<file path="src/rtl/fsm_ctrl_param.sv">
// fsm_ctrl_param: transaction-layer control FSM.
// Sequences RESET -> INIT -> IDLE/ACTIVE. It latches and validates the FIFO
// high/low thresholds, detects global idle across NFIFO FIFOs, and debounces
// the return to IDLE by IDLE_DLY extra all-empty cycles.
// Bad configurations and FIFO faults trap in a sticky ERROR state.
// Every output is a register loaded from the next-state decode, so each
// output changes in the same cycle as estado.
module fsm_ctrl_param #(
  parameter int NFIFO    = 10,
  parameter int UMB_W    = 3,
  parameter int IDLE_DLY = 0
) (
  input  logic             clk,
  input  logic             reset,
  input  logic             init,
  input  logic [UMB_W-1:0] umbral_alto,
  input  logic [UMB_W-1:0] umbral_bajo,
  input  logic [NFIFO-1:0] FIFO_empty,
  input  logic [NFIFO-1:0] FIFO_error,
  output logic             idle,
  output logic             active,
  output logic             error,
  output logic [1:0]       error_code,
  output logic [UMB_W-1:0] interno_alto,
  output logic [UMB_W-1:0] interno_bajo,
  output logic [2:0]       estado
);

  localparam logic [2:0] ST_RESET  = 3'd0;
  localparam logic [2:0] ST_INIT   = 3'd1;
  localparam logic [2:0] ST_IDLE   = 3'd2;
  localparam logic [2:0] ST_ACTIVE = 3'd3;
  localparam logic [2:0] ST_ERROR  = 3'd4;

  localparam logic [1:0] CODE_NONE = 2'b00;
  localparam logic [1:0] CODE_CFG  = 2'b01;
  localparam logic [1:0] CODE_FIFO = 2'b10;

  // The idle counter only has to reach IDLE_DLY; it is at least one bit wide.
  localparam int CNT_W = (IDLE_DLY < 1) ? 1 : $clog2(IDLE_DLY + 1);
  localparam logic [CNT_W-1:0] CNT_MAX = CNT_W'(IDLE_DLY);
  localparam logic [CNT_W-1:0] CNT_ONE = CNT_W'(1'b1);

  logic [2:0]       state_r;
  logic [CNT_W-1:0] cnt_r;
  logic [2:0]       next_state_s;
  logic [CNT_W-1:0] next_cnt_s;
  logic [1:0]       next_code_s;
  logic             latch_s;
  logic             all_empty_s;
  logic             any_err_s;
  logic             cfg_ok_s;

  // Next-state, counter, error-code and threshold-latch decode.
  always_comb begin
    all_empty_s  = &FIFO_empty;
    any_err_s    = |FIFO_error;
    cfg_ok_s     = (umbral_bajo <= umbral_alto);
    next_state_s = state_r;
    next_cnt_s   = '0;
    next_code_s  = CODE_NONE;
    // Thresholds are captured whenever INIT sees a valid pair, including while
    // init is still held high, so a held init keeps reloading them.
    if (state_r == ST_INIT && cfg_ok_s) begin
      latch_s = 1'b1;
    end else begin
      latch_s = 1'b0;
    end

    if (init) begin
      next_state_s = ST_INIT;
    end else begin
      case (state_r)
        ST_RESET: begin
          next_state_s = ST_INIT;
        end
        ST_INIT: begin
          if (cfg_ok_s) begin
            next_state_s = ST_IDLE;
          end else begin
            next_state_s = ST_ERROR;
            next_code_s  = CODE_CFG;
          end
        end
        ST_IDLE: begin
          if (any_err_s) begin
            next_state_s = ST_ERROR;
            next_code_s  = CODE_FIFO;
          end else if (!all_empty_s) begin
            next_state_s = ST_ACTIVE;
          end else begin
            next_state_s = ST_IDLE;
          end
        end
        ST_ACTIVE: begin
          if (any_err_s) begin
            next_state_s = ST_ERROR;
            next_code_s  = CODE_FIFO;
          end else if (all_empty_s) begin
            if (cnt_r == CNT_MAX) begin
              next_state_s = ST_IDLE;
            end else begin
              next_state_s = ST_ACTIVE;
              next_cnt_s   = cnt_r + CNT_ONE;
            end
          end else begin
            next_state_s = ST_ACTIVE;
          end
        end
        ST_ERROR: begin
          // Sticky: only init or reset leave ERROR, and the code is held.
          next_state_s = ST_ERROR;
          next_code_s  = error_code;
        end
        default: begin
          next_state_s = ST_RESET;
        end
      endcase
    end
  end

  // State, counter and registered Moore outputs.
  always_ff @(posedge clk or negedge reset) begin
    if (!reset) begin
      state_r      <= ST_RESET;
      cnt_r        <= '0;
      idle         <= 1'b0;
      active       <= 1'b0;
      error        <= 1'b0;
      error_code   <= CODE_NONE;
      interno_alto <= '0;
      interno_bajo <= '0;
    end else begin
      state_r    <= next_state_s;
      cnt_r      <= next_cnt_s;
      idle       <= (next_state_s == ST_IDLE);
      active     <= (next_state_s == ST_ACTIVE);
      error      <= (next_state_s == ST_ERROR);
      error_code <= next_code_s;
      if (latch_s) begin
        interno_alto <= umbral_alto;
        interno_bajo <= umbral_bajo;
      end else begin
        interno_alto <= interno_alto;
        interno_bajo <= interno_bajo;
      end
    end
  end

  assign estado = state_r;

endmodule

</file>
<file path="config.mk">
export PLATFORM = sky130hd
export DESIGN_NAME = fsm_ctrl_param
export DESIGN_NICKNAME = d
export VERILOG_FILES = /design/src/rtl/fsm_ctrl_param.sv
export SDC_FILE = /design/constraint.sdc
export NUM_CORES = 1
export LEC_CHECK = 0
export CORE_UTILIZATION = 33
export CTS_BUF_LIST = sky130_fd_sc_hd__clkbuf_8 sky130_fd_sc_hd__clkbuf_16
export CTS_CLUSTER_DIAMETER = 30
export DETAILED_ROUTE_END_ITERATION = 8
export HOLD_SLACK_MARGIN = 0.15
export PLACE_DENSITY = 0.76
export SKIP_CTS_REPAIR_TIMING = 1
export SLEW_MARGIN = 20
export SYNTH_ARGS = -nofsm -noshare
export SYNTH_HDL_FRONTEND = slang
export SYNTH_SLANG_ARGS = --single-unit
</file>
<file path="constraint.sdc">
create_clock -name clk -period 1.19 [get_ports clk]
set_input_delay 0.238 -clock clk [delete_from_list [all_inputs] [get_ports clk]]
set_output_delay 0.238 -clock clk [all_outputs]
set_load 0.02 [all_outputs]
</file>
[Word-level counts from Yosys, hierarchy flattened]
Index checks and enable logic that the tools add are counted.
Word-level totals
  bits in registers: 15
  output and inout port bits: 14
  word-level logic and storage cells: 41
  bits of input ports: 29
Cells by class
  reductions and logical operators: 5
  order comparisons: 1
  muxes and demuxes: 18
  add/subtract/negate cells: 1
  equal/unequal tests: 8
Operator list (count)
  $mux 3: 5
  $pmux 3 s5: 1
  $eq 3x2->1 const B: 4
  $reduce_and 10->1: 1
  $reduce_or 10->1: 1
  $mux 1: 9
  $eq 3x3->1 const B: 2
  $pmux 2 s3: 1
  $mux 2: 2
  $eq 3x1->1 const B: 1
  $le 3x3->1: 1
  $logic_not 3->1: 1
  $ne 2x2->1 const B: 1
  $reduce_or 2->1: 1
  $add 1x1->1 const B: 1
  $logic_and 1x1->1: 1

[Longest topological paths before layout]
Gate-level depths: netlist of the first run.
  depth in word-level cells: 6
  mapped depth: 7
  mapped depth without buffers: 6

[Worst setup path after synthesis of the first run]
OpenSTA, ideal clock, no wires.
  path kind: in2reg
  start point: input umbral_alto[2]
  end point: register interno_alto[0]
  stages on the path: 6
  library setup time: 0.125 ns
  data arrival time: 1.466 ns
  path slack: -0.401 ns
  data required time: 1.065 ns
  path buffers: 1
  cells stage by stage: inv_1 -> ha_1 -> or2_2 -> a31o_1 -> buf_6 -> mux2_4
On the way
  word-level cells in the longest chain between the ends: 3
RTL lines
  start, declared: RTL line 16  | input logic [UMB_W-1:0] umbral_alto,
  $le 3x3->1: RTL line 58  | cfg_ok_s = (umbral_bajo <= umbral_alto);
  $logic_and 1x1->1: RTL line 64  | if (state_r == ST_INIT && cfg_ok_s) begin
  $mux 1: RTL line 64
  end signal, assigned: RTL line 141  | interno_alto <= umbral_alto;
  end signal, assigned: RTL line 144  | interno_alto <= interno_alto;
  end, declared: RTL line 24  | output logic [UMB_W-1:0] interno_alto,
No other way between the ends.
A chain may end at the register's enable or synchronous reset.

[Worst setup path after layout of the first run]
  start point: input umbral_alto[1]
  end point: register interno_bajo[1]
On the way
  word-level cells in the longest chain between the ends: 3
RTL lines
  $le 3x3->1: RTL line 58
  $logic_and 1x1->1: RTL line 64
  $mux 1: RTL line 64
  end signal, assigned: RTL line 142  | interno_bajo <= umbral_bajo;
  end signal, assigned: RTL line 145  | interno_bajo <= interno_bajo;
  end, declared: RTL line 25  | output logic [UMB_W-1:0] interno_bajo,
No other way between the ends.

==> metrics, run 1 <==
outcome finished, violations left; failing checks setup timing; area share of the largest cell type after synthesis 48.53%; Max VDD drop 0.7268 mV; Max Freq 739.2 MHz; Die Y 48.77 microns; Root Buffer clkbuf_8; GPL Wtd Cong 0.7340; 1st-iter DRT viols 4; Final Hold Vio Count 0; Critical Path Max Stage Delay 0.32 ns; Max Cap Viol 0; Avg WL per Cell 12.98 microns; Cell variety after synth 23; number of port buffers 42; drc violations 0; min-delay worst type in -> reg; multiplexer share of the synthesized area 12.48%; # IOs 43; worst setup path end interno_bajo[1]; first-pass GRT wire length 2911 microns; pwr dens 1368 nW/um^2; Die W 48.77 microns; share of cells above drive strength 1 42.02%; final setup margin -0.1627 ns; adder-cell area share of the yosys netlist 5.199%; Worst-Margin Slew 0.2342 ns; core area 2002 sq um; critical path startpoint category primary input; Synth area leader dfrtp_1; Core Rows 16; CP Data Required Time 1.31 ns; tightest hold margin 0.2277 ns; area growth from synthesis to layout 103.5%; worst clock skew 0.003035 ns; crit-path cells buf_8 -> inv_6 -> ha_4 -> a211o_1 -> a31o_4 -> mux2_4; worst r2r path cells 4; Tcrit/Tclk final 113.7%; sequential share of the synthesized area 48.53%; clk_lat worst skew 0.24 ns; Clock transition at path regs 0.05 ns; flops & latches, synth 14; Worst Setup End Kind flop; Setup TNS -0.9959 ns; Area contributors post-synth dfrtp_1 49%, mux2_4 12%, ha_1 5.2%, nor4_2 3.5%, inv_1 3.1%; CTS Sinks 14; Final nets 153; CTS tree built; Final Cell Area 1469 sq um; Slew headroom 84.25%; Crit path max-delay family compound AO/OA/AOI/OAI gates; worst reg2reg path endpoint interno_bajo[1]; Synth Area in Compound Gates 11.96%; antenna violations before repair 0; final max-slew violation count 0; Post-Synthesis Cells 64; syn nets 96; RSZ-0062 raised after global routing true; fin util 73.38%; Pleak 0.8074 nW; Final min period 1.353 ns; Starting Density 36.06%; met2 wire length 1053 microns; placed inst area 1266 sq um; Synth Warn # 0; vias in the first global route 711; drt via density 4.932; total power draw 0.002010 W; Setup violations, final 8; synthesized area 721.9 sq um; maximum fanout along the worst path 5; largest net degree at the start of global routing 15; max layer used met4; Critical Path Slowest Stage Cell a211o_1; largest family of logic cells by synthesized area simple AND/OR/NAND/NOR gates; grt ovf 0; Max Root-Sink Buffers 2; Routed Antenna Nets 0; met1 wire length 682 microns; number of buffers created by CTS 3; WS Path Type in -> reg; CP Depth 6; Post-Synth Simple-Gate Area 16.64%; Die ar. 2379 sq um; Worst R2R Setup Slack -0.12 ns; ant diodes 0; worst setup path startpoint umbral_alto[1]; Post-Synth XOR/XNOR Area 0%; final wirelength 1895 microns; crit path DAT 1.48 ns; Pre-antenna DRT Iters 4; worst reg2reg startpoint estado[2]; total global-route track usage 16.29%; buffers and inverters on the worst path 2; CTS H-tree lvls 1; Vias 720; HPWL after detailed placement 1392 microns; met3 wire len 122 microns; Avg Inst Size Synth 11.28 sq um
power by group:
group	leakage (nW)	internal (W)	total (W)	switching, W
registers	0.176	0.000598	0.000660	0.0000624
clock network	0.0216	0.000223	0.000374	0.000151
logic	0.610	0.000554	0.000975	0.000422
total	0.807	0.00137	0.00201	0.000635
per-layer routing:
metal  vias up  global-route usage [%]
li1        347                       -
met1       330                   17.03
met2        39                   30.32
met3         4                   4.050
met4         0                   7.353
met5         -                       0
metrics by stage:
stage	worst slack [ns]	std cells
floorplan	-0.3425	64
global placement	-0.9954	141
detailed placement	-1.021	141
CTS	-0.7694	144
global route	-0.1877	146
finish	-0.1627	146
logic make-up after synthesis:
family | count (synthesis)
flops | 14
fa+ha+maj | 3
mux | 6
compound gates | 12
simple gates | 21
buf+inv | 8
synthesized netlist by cell type, drive strengths merged:
cell type,number
dfrtp,14
inv,6
mux2,6
nor2,5
a21oi,3
ha,3
nand2,3
nand4,3
a211oi,2
nand3,2
nor3,2
nor4,2
o22ai,2
or2,2
a211o,1
a22oi,1
a31o,1
buf,1
clkbuf,1
nand3b,1
nor2b,1
o2111a,1
o21a,1
cell usage in the layout, fill, tap and decap left out, types with 2 or more instances in the layout:
cell	count
o22ai_1	2
nand2_1	3
mux2_4	6
nand4_1	3
buf_6	6
clkdlybuf4s50_1	15
nor3_1	2
clkbuf_2	4
a31o_4	2
dfrtp_1	14
inv_1	2
ha_4	3
buf_4	8
a211oi_2	2
dlymetal6s2s_1	19
clkbuf_8	3
inv_2	2
nor2_1	4
cell type report:
class | count | area, sq um
fillers | 142 | 533.0
clock buffers | 3 | 41.29
flip-flops and latches | 14 | 350.3
well taps | 27 | 33.78
inverters | 6 | 30.03
multi-input cells | 43 | 462.9
repair buffers | 53 | 550.5
how the worst min path moves through the flow:
| stage | slack [ns] | endpoint | depth (start not counted) | startpoint |
|---|---|---|---|---|
| floorplan | -0.06 | active | 0 | reset |
| global placement | 0.50 | interno_bajo[1] | 1 | interno_bajo[1] |
| finish | 0.23 | interno_bajo[0] | 2 | umbral_bajo[0] |
| global route | 0.23 | interno_bajo[0] | 2 | umbral_bajo[0] |
| detailed placement | 0.49 | interno_alto[1] | 1 | interno_alto[1] |
| CTS | 0.32 | interno_alto[1] | 2 | reset |
registers in the layout, summed over array words and instances (netlist names):
signal	cells
interno_alto	3
estado	3
active	1
error_code	2
error	1
idle	1
interno_bajo	3
(Power assumes the default switching activity.)
==> run 2, diff against run 1 <==
SLEW_MARGIN = unset   (was 20)
==> results of run 2 <==
No change in the layout: final DEF, timing and power equal those of run 1.
